## src/rtl/gb_video_pkg.sv

```systemverilog
// Shared video-subsystem constants: STAT modes, OAM and DMA register addresses,
// and the OAM DMA sequencer state encoding.
package gb_video_pkg;

   localparam logic [1:0] HBLANK_MODE   = 2'd0;
   localparam logic [1:0] VBLANK_MODE   = 2'd1;
   localparam logic [1:0] OAM_LOCK_MODE = 2'd2;
   localparam logic [1:0] RAM_LOCK_MODE = 2'd3;

   localparam logic [15:0] OAM_BASE = 16'hFE00;
   localparam logic [15:0] OAM_END  = 16'hFE9F;
   localparam logic [15:0] DMA_REG  = 16'hFF46;

   typedef enum logic [2:0] {
      StIdle,
      StStart,
      StRead,
      StWrite,
      StPad
   } dma_state_e;

endpackage

```

## src/rtl/oam_dma_arbiter.sv

```systemverilog
// OAM DMA sequencer and OAM port arbiter (DMA write > PPU read > CPU access).
// Owns the FF46 page register; byte pacing is enforced by the inline cyc counter.
module oam_dma_arbiter
   import gb_video_pkg::*;
#(
   parameter int unsigned DMA_LEN     = 160,
   parameter int unsigned BYTE_CYCLES = 4
) (
   input  logic        clock,
   input  logic        reset_n,
   input  logic [15:0] A,
   input  logic [7:0]  Di,
   output logic [7:0]  Do,
   input  logic        rd_n,
   input  logic        wr_n,
   input  logic        cs,
   input  logic [1:0]  ppu_mode,
   input  logic        ppu_oam_rd,
   input  logic [7:0]  ppu_oam_addr,
   output logic [7:0]  ppu_oam_data,
   output logic        ppu_oam_valid,
   output logic [15:0] dma_A,
   output logic        dma_rd_n,
   output logic        dma_req,
   input  logic        dma_gnt,
   input  logic [7:0]  dma_Di,
   output logic [7:0]  A_oam,
   output logic [7:0]  Do_oam,
   input  logic [7:0]  Di_oam,
   output logic        wr_oam_n,
   output logic        rd_oam_n,
   output logic        dma_active
);

   localparam logic [7:0] LAST_IDX = 8'(DMA_LEN - 1);
   localparam logic [7:0] CYC_LAST = 8'(BYTE_CYCLES - 1);

   dma_state_e state;
   logic [7:0] src_hi;
   logic [7:0] src_raw;
   logic [7:0] idx;
   logic [7:0] cyc;
   logic [7:0] dbuf;

   logic oam_hit, pad_hit, reg_hit, reg_wr;
   logic ppu_gnt, cpu_gnt, dma_wr, pad_done;
   logic [7:0] cyc_next;

   assign oam_hit  = cs && (A >= OAM_BASE) && (A <= OAM_END);
   assign pad_hit  = cs && (A > OAM_END) && (A <= {OAM_END[15:8], 8'hFF});
   assign reg_hit  = cs && (A == DMA_REG);
   assign reg_wr   = reg_hit && !wr_n;
   assign dma_wr   = (state == StWrite);
   assign ppu_gnt  = ppu_oam_rd && !dma_active;
   assign cpu_gnt  = oam_hit && !dma_active && !ppu_gnt &&
                     (ppu_mode == HBLANK_MODE || ppu_mode == VBLANK_MODE);
   // Byte slot is used up once cyc reaches the pacing limit; a long grant stall skips PAD.
   assign pad_done = (cyc >= CYC_LAST);
   assign cyc_next = (cyc == 8'hFF) ? cyc : cyc + 8'd1;

   always_ff @(posedge clock) begin
      if (!reset_n) begin
         state      <= StIdle;
         src_hi     <= 8'h00;
         src_raw    <= 8'h00;
         idx        <= 8'h00;
         cyc        <= 8'h00;
         dbuf       <= 8'h00;
         dma_active <= 1'b0;
         dma_req    <= 1'b0;
         dma_rd_n   <= 1'b1;
         dma_A      <= 16'h0000;
      end else begin
         cyc <= cyc_next;
         if (reg_wr) begin
            src_raw    <= Di;
            src_hi     <= (Di >= 8'hE0) ? Di - 8'h20 : Di;
            state      <= StStart;
            idx        <= 8'h00;
            cyc        <= 8'h00;
            dma_active <= 1'b1;
            dma_req    <= 1'b0;
            dma_rd_n   <= 1'b1;
         end else begin
            unique case (state)
               StIdle: ;
               StStart: begin
                  state    <= StRead;
                  cyc      <= 8'h00;
                  dma_req  <= 1'b1;
                  dma_rd_n <= 1'b0;
                  dma_A    <= {src_hi, 8'h00};
               end
               StRead: begin
                  if (dma_gnt) begin
                     dbuf     <= dma_Di;
                     state    <= StWrite;
                     dma_req  <= 1'b0;
                     dma_rd_n <= 1'b1;
                  end
               end
               StWrite, StPad: begin
                  if (!pad_done) begin
                     state <= StPad;
                  end else if (idx == LAST_IDX) begin
                     state      <= StIdle;
                     dma_active <= 1'b0;
                  end else begin
                     idx      <= idx + 8'd1;
                     cyc      <= 8'h00;
                     state    <= StRead;
                     dma_req  <= 1'b1;
                     dma_rd_n <= 1'b0;
                     dma_A    <= {src_hi, idx + 8'd1};
                  end
               end
               default: state <= StIdle;
            endcase
         end
      end
   end

   always_comb begin
      A_oam    = 8'h00;
      Do_oam   = 8'h00;
      wr_oam_n = 1'b1;
      rd_oam_n = 1'b1;
      if (dma_wr) begin
         A_oam    = idx;
         Do_oam   = dbuf;
         wr_oam_n = 1'b0;
      end else if (ppu_gnt) begin
         A_oam    = ppu_oam_addr;
         rd_oam_n = 1'b0;
      end else if (cpu_gnt) begin
         A_oam = A[7:0];
         if (!wr_n) begin
            Do_oam   = Di;
            wr_oam_n = 1'b0;
         end else if (!rd_n) begin
            rd_oam_n = 1'b0;
         end
      end
   end

   always_comb begin
      Do = 8'hFF;
      if (reg_hit) begin
         Do = src_raw;
      end else if (cpu_gnt) begin
         Do = Di_oam;
      end else if (pad_hit) begin
         Do = 8'h00;
      end
   end

   assign ppu_oam_valid = ppu_gnt;
   assign ppu_oam_data  = ppu_gnt ? Di_oam : 8'hFF;

endmodule

```

## config.mk

```make
export PLATFORM = sky130hd
export DESIGN_NAME = oam_dma_arbiter
export DESIGN_NICKNAME = d
export VERILOG_FILES = /design/src/rtl/gb_video_pkg.sv /design/src/rtl/oam_dma_arbiter.sv
export SDC_FILE = /design/constraint.sdc
export NUM_CORES = 1
export LEC_CHECK = 0
export ABC_CLOCK_PERIOD_IN_PS = 1700
export CAP_MARGIN = 20
export CORE_ASPECT_RATIO = 1.25
export CORE_MARGIN = 1
export CORE_UTILIZATION = 40
export CTS_CLUSTER_SIZE = 28
export DETAILED_ROUTE_END_ITERATION = 7
export PLACE_DENSITY = 0.75
export SYNTH_ARGS = -nofsm -noshare
export SYNTH_HDL_FRONTEND = slang
export SYNTH_SLANG_ARGS = --single-unit
```

## constraint.sdc

```tcl
create_clock -name clock -period 1.7 [get_ports clock]
set_input_delay 0.34 -clock clock [delete_from_list [all_inputs] [get_ports clock]]
set_output_delay 0.34 -clock clock [all_outputs]
set_load 0.005 [all_outputs]
```

Word-level counts from Yosys, hierarchy flattened
Cells that the tools add are included.
{ "op_classes": {"bitwise_logic": 4, "n_div": 0, "n_reduce_logical": 30, "n_lt_le_gt_ge": 6, "n_eq_ne": 13, "addsub": 3, "n_mux": 45, "shift": 0, "multipliers": 0} }
{ "op_table": {"columns": ["cell", "n"], "rows": [
  ["$mux 8", 15],
  ["$le 16x16->1 const B", 2],
  ["$mux 16", 2],
  ["$pmux 16 s2", 1],
  ["$mux 1", 20],
  ["$add 8x1->8 const B", 2],
  ["$eq 16x16->1 const B", 1],
  ["$eq 8x8->1 const B", 2],
  ["$ge 16x16->1 const B", 1],
  ["$gt 16x16->1 const B", 1],
  ["$pmux 8 s2", 1],
  ["$pmux 3 s4", 1],
  ["$logic_and 1x1->1", 10],
  ["$reduce_and 3->1", 3],
  ["$ge 8x2->1 const B", 1],
  ["$ge 8x8->1 const B", 1],
  ["$ne 2x2->1 const B", 4],
  ["$reduce_and 4->1", 2],
  ["$reduce_bool 2->1", 4],
  ["$sub 8x6->8 const B", 1],
  ["$eq 3x2->1 const B", 2],
  ["$mux 3", 2],
  ["$pmux 1 s3", 2],
  ["$not 1->1", 4],
  ["12 further kinds", 16]
]} }
{ "word_totals": {"ramBits": 0, "memories": 0, "latch_bits": 0, "word_cells": 112, "in_bits": 57, "output_inout_bits": 54, "romBits": 0, "reg_bits": 62} }

Longest topological paths before layout
{ "logic_depth": {"word_depth": 9, "ltp_mapped": 8, "ltp_nobuf": 6} }

Worst setup path before layout
No wires, ideal clock.
{ "synth_timing": {"path_type": "reg-to-output", "startpoint": "register dma_active", "endpoint": "output port Do_oam[7]", "t_required_ns": 1.360, "path_stages_with_launch": 7, "path_buffers": 2, "t_arrival_ns": 1.449, "slack_ns": -0.089, "path_cell_list": "dfxtp_1 > nor4_1 > and3_1 > buf_2 > nand2b_1 > buf_2 > o41ai_1"} }
{ "synth_via": {"elab_chain_len": 8, "elab_cells_between_ends": 9, "cone_classes": "3 x mux; 6 x reduce/logical"} }
{ "synth_lines": {"columns": ["element", "line_no", "source"], "rows": [
  ["start, declared", "oam_dma_arbiter.sv:32", "output logic dma_active"],
  ["start signal, assigned", "oam_dma_arbiter.sv:69", "dma_active <= 1'b0;"],
  ["start signal, assigned", "oam_dma_arbiter.sv:81", "dma_active <= 1'b1;"],
  ["start signal, assigned", "oam_dma_arbiter.sv:107", "dma_active <= 1'b0;"],
  ["$logic_not 1->1 *", "oam_dma_arbiter.sv:54, oam_dma_arbiter.sv:55", null],
  ["$logic_and 1x1->1", "oam_dma_arbiter.sv:54", "assign ppu_gnt = ppu_oam_rd && !dma_active;"],
  ["$logic_not 1->1", "oam_dma_arbiter.sv:55", "assign cpu_gnt = oam_hit && !dma_active && !ppu_gnt &&"],
  ["$logic_and 1x1->1 (2 in series)", "oam_dma_arbiter.sv:55", null],
  ["$mux 8", "oam_dma_arbiter.sv:135", "end else if (cpu_gnt) begin"],
  ["$mux 8 *", "oam_dma_arbiter.sv:132", "end else if (ppu_gnt) begin"],
  ["$mux 8 *", "oam_dma_arbiter.sv:128", "if (dma_wr) begin"],
  ["end, declared", "oam_dma_arbiter.sv:28", "output logic [7:0] Do_oam,"]
]} }
Every way passes the cells marked *; elsewhere a longest branch is shown, timed or not.

Worst setup path in the final report
{ "layout_timing": {"startpoint": "register dma_active", "endpoint": "output port Do[5]"} }
{ "layout_via": {"elab_chain_len": 7, "elab_cells_between_ends": 8, "cone_classes": "2 x mux; 6 x reduce/logical"} }
{ "layout_lines": {"columns": ["element", "line_no", "source"], "rows": [
  ["$logic_not 1->1 *", "oam_dma_arbiter.sv:54, oam_dma_arbiter.sv:55", null],
  ["$logic_and 1x1->1", "oam_dma_arbiter.sv:54", null],
  ["$logic_not 1->1", "oam_dma_arbiter.sv:55", null],
  ["$logic_and 1x1->1 * (2 in series)", "oam_dma_arbiter.sv:55", null],
  ["$mux 8 *", "oam_dma_arbiter.sv:150", "end else if (cpu_gnt) begin"],
  ["$mux 8 *", "oam_dma_arbiter.sv:148", "if (reg_hit) begin"],
  ["end, declared", "oam_dma_arbiter.sv:13", "output logic [7:0] Do,"]
]} }
Marks and branches as above.

==> results.txt <==
* Dominant register cell in the synthesized netlist: sky130_fd_sc_hd__dfxtp_1
- The mapped netlist covers 3170 um2.
- CP max-delay cell: sky130_fd_sc_hd__dfxtp_2
- Most area-consuming cells after synthesis: sky130_fd_sc_hd__dfxtp_1 36%, sky130_fd_sc_hd__nand2_1 9.0%, sky130_fd_sc_hd__mux2i_1 7.9%
- Placed inst area: 4790 um2
* Maximum level of the CTS H-tree: 3
- The post-route netlist has 46.3% of its cells at a drive strength greater than 1.
* Power dissipated by switching net loads: 756 uW
* Dpl hpwl: 7.41 mm
- Most used cell along the critical path: sky130_fd_sc_hd__buf_6
- Final std cell area, no fill: 5780 um2
- Violated checks: setup timing
* Part of the total power dissipated in the clock network: 41.6%
- The count of final hold-check violations is 0.
- Starting density of the core: 42.1%
- Clock edge transition at the registers on the reported setup and hold paths: 0.07 ns
- Number of global-route vias before repair: 3699
* Clk sinks: 57
- After synthesis, the largest area contributor takes up 36.0% of total cell area.
* Synth unique cells: 57
* Minimum clock period: 2.11 ns
- For this run, the slowest stage of the critical path takes 0.35 ns.
- The longest clock path from root to sink contains 2 buffers.
* Synth Net Count: 446
- By startpoint and endpoint, the worst setup path is classified as reg2out.
* Buffers and inverters on the worst path: 3
- Dividing the detail-routed via count by the number of cells gives 5.53.
* Type of destination of the critical path: output pin
- Measured along the x axis, the die boundary spans 81.6 um.
- Number of nets with antenna violations after routing: 0
- Synthesis-to-finish area growth: 82.2%
* Die Y-Extent: 102 um
- I/O Pins: 111
* Number of warnings issued by yosys: 0
- Number of storage elements in the synthesis netlist: 57
- Critical Path RT: 1.36 ns
- First-pass GRT wire length: 17.8 mm
- Power spread over the standard cell area amounts to 539 nW/um2.
- 1st-pass router iterations: 6
- sky130_fd_sc_hd__dfxtp_1 takes more of the synthesized area than any other cell.
* Max-cap viol count: 0
* Aggregate routed wire length: 13.0 mm
* Run status: finished, violations left
- The number of antenna diodes in the final layout is 0.
- Post-Synthesis Mean Instance Area: 8.22 um2
- The die covers 8290 um2.
* Maximum clock rate: 474 MHz
- Pin count of the biggest net entering global routing: 36
- Walking the worst path, the cells encountered are buf_6 > o31ai_4 > nand2_2 > nor2_4 > buf_6 > a21oi_1 > buf_2.
* Switching fraction of total power: 24.3%
- EDFF count, synth: 0
- Share of flip-flops with an asynchronous set or reset after synthesis: 0%
- The final layout contains 644 nets.
- Relative slew slack: 76.2%
- In this run the static leakage power is 2.31 nW.
* Part of the power in registers: 43.1%
- Synthesis produced a netlist whose cell count is 386.
- Worst slack at placement: -1.10 ns
* Detailed router's first-iteration violation count: 181
- Clock tree synthesis selected as its root buffer the cell sky130_fd_sc_hd__clkbuf_8.
- Proportion of synthesized chip area in sequential cells: 36.0%
- Post-detailed-route DRC marker count: 0
* Worst hold stages: 2
- The count of pins over their slew limit came to 0.
* Placement row count: 35
* Core Area: 7530 um2
- The number of antenna violations at the first check in global routing was 0.
* Cts bufs inserted: 9
- In the global route stage, overall resource usage came out at 29.0%.
- Among all cell types in the netlist, the one instantiated most often is sky130_fd_sc_hd__nand2_1.
* Clock tree skew after final layout: 0.0110 ns
* Routed length per placed instance: 19.2 um
- Setup-failing EPs final: 45
- Pin slew with the least headroom to its limit: 0.356 ns
- Cell family contributing the most delay on the critical path: buffers and inverters
* Final worst setup slack: -0.410 ns
- Kind of launch point of the worst setup path: flop
- Summed over all layers, the global routing overflow is 0.
* CP Data Arrival Time: 1.77 ns
- Number of I/O port buffers: 109
- The path class of the tightest hold or removal check is reg2reg.
- Post-route clock period utilization: 124%
- RSZ-0062 raised after global routing: yes
* Most frequent cells after synthesis: 76 x sky130_fd_sc_hd__nand2_1, 57 x sky130_fd_sc_hd__dfxtp_1, 37 x sky130_fd_sc_hd__nor2_1, 25 x sky130_fd_sc_hd__mux2i_1, 22 x sky130_fd_sc_hd__nand3_1
* Highest ir drop seen on vdd: 0.000486 V
* Clock tree from TritonCTS: done
- The routed layout has 3758 vias.
- Routability Congestion: 0.893
- The internal power of the cells totals 2.36 mW.
* Number of logic stages on the critical path including buffering: 7
- Clock latency on the worst-skew pair, taken at its later pin, is 0.35 ns.
* Worst-case reg-to-reg path depth: 7
- In this run the worst path has a maximum fanout of 6.
- Logic gate share of total power: 15.2%
[worst paths after layout]
check / start / end / slack (ns)
worst min register to register: src_raw[5] / src_raw[5] / 0.46
worst max-delay path: dma_active / Do[5] / -0.41
worst min-delay path: src_raw[5] / src_raw[5] / 0.46
worst max register to register: state[1] / idx[3] / -0.09
[cell type report]
| type | count | area [um2] |
|---|---|---|
| well taps | 92 | 115 |
| inverters | 5 | 18.8 |
| multi-input cells | 304 | 2450 |
| flip-flops and latches | 57 | 1150 |
| repair buffers | 207 | 1850 |
| clock buffers | 12 | 155 |
| fillers | 452 | 1750 |
| clock inverters | 3 | 40.0 |
[stage by stage]
step	hold slack, ns	setup TNS, ns	power [mW]	instances	util [%]
5_1_grt	0.489	-11.82	3.22	680	76.7
3_5_place_dp	0.449	-61.51	1.76	621	63.6
4_1_cts	0.458	-9.04	3.06	672	71.7
6_report	0.459	-9.25	3.11	680	76.7
2_1_floorplan	0.431	-0.270	1.48	386	-
3_3_place_gp	0.444	-57.28	1.75	621	63.6
[routing by layer]
layer | GRT usage, % | wire length (um) | vias up
met3 | 7.75 | 840 | 63
met5 | 0 | 0 | -
met1 | 28.7 | 4470 | 1810
met4 | 17.4 | 648 | 0
li1 | - | - | 1724
met2 | 53.1 | 7090 | 161
[worst reg2reg max path, cell delays in order, from the launching register on]
cell and delay [ns]:
sky130_fd_sc_hd__dfxtp_4 0.37, sky130_fd_sc_hd__buf_6 0.14, sky130_fd_sc_hd__or3b_4 0.43, sky130_fd_sc_hd__a22oi_4 0.24, sky130_fd_sc_hd__buf_8 0.17, sky130_fd_sc_hd__nand3b_1 0.11
sky130_fd_sc_hd__xor2_1 0.16, sky130_fd_sc_hd__nor2_1 0.06
[flip-flops by register name, indices dropped and copies added, names as in the netlist]
name        cells
dma_A          16
cyc             8
dbuf            8
idx             8
src_hi          8
src_raw         3
state           3
dma_active      1
dma_rd_n        1
dma_req         1
[power by group through the flow]
stage / registers (mW) / logic (mW) / clock network (mW)
floorplan: 1.38 / 0.108 / 0
finish: 1.34 / 0.474 / 1.30
CTS: 1.35 / 0.423 / 1.28
global placement: 1.38 / 0.376 / 0
detailed placement: 1.38 / 0.383 / 0
global route: 1.34 / 0.499 / 1.38
[cells by family after synthesis]
kind of cell    after synthesis  synth area share (%)
simple gates                195                  31.4
compound gates               60                  14.1
flops                        57                  36.0
buf+inv                      28                  4.42
mux                          25                  7.89
xor+xnor                     18                  4.97
fa+ha+maj                     3                  1.18
[placed cells by master, fill, tap and decap left out, types with 6 or more instances in the layout]
| cell | synthesis | layout |
|---|---|---|
| sky130_fd_sc_hd__a21oi_2 | 2 | 10 |
| sky130_fd_sc_hd__buf_2 | 6 | 39 |
| sky130_fd_sc_hd__buf_4 | 1 | 54 |
| sky130_fd_sc_hd__mux2i_1 | 25 | 23 |
| sky130_fd_sc_hd__nand2_2 | 2 | 10 |
| sky130_fd_sc_hd__nand3_2 | 0 | 6 |
| sky130_fd_sc_hd__buf_12 | 0 | 6 |
| sky130_fd_sc_hd__nand2_1 | 76 | 64 |
| sky130_fd_sc_hd__a21boi_1 | 2 | 9 |
| sky130_fd_sc_hd__nor2_2 | 5 | 10 |
| sky130_fd_sc_hd__nor2_1 | 37 | 28 |
| sky130_fd_sc_hd__nand3_1 | 22 | 14 |
| sky130_fd_sc_hd__o21ai_1 | 1 | 7 |
| sky130_fd_sc_hd__dfxtp_1 | 57 | 51 |
| sky130_fd_sc_hd__nand2b_4 | 0 | 6 |
| sky130_fd_sc_hd__clkbuf_8 | 0 | 11 |
| sky130_fd_sc_hd__nor2b_1 | 11 | 8 |
| sky130_fd_sc_hd__xor2_1 | 14 | 10 |
| sky130_fd_sc_hd__clkdlybuf4s50_1 | 0 | 54 |
| sky130_fd_sc_hd__buf_6 | 3 | 41 |
[repair_timing]
action	4_1_cts	5_1_grt
setup endpoints to repair	91	91
pin swaps	54	40
endpoints found under the hold margin	0	0
hold buffers	0	0
setup buffers	51	12
cloned	6	0
gates resized for setup	279	92
Note: power is estimated with default switching activity, not from simulation.
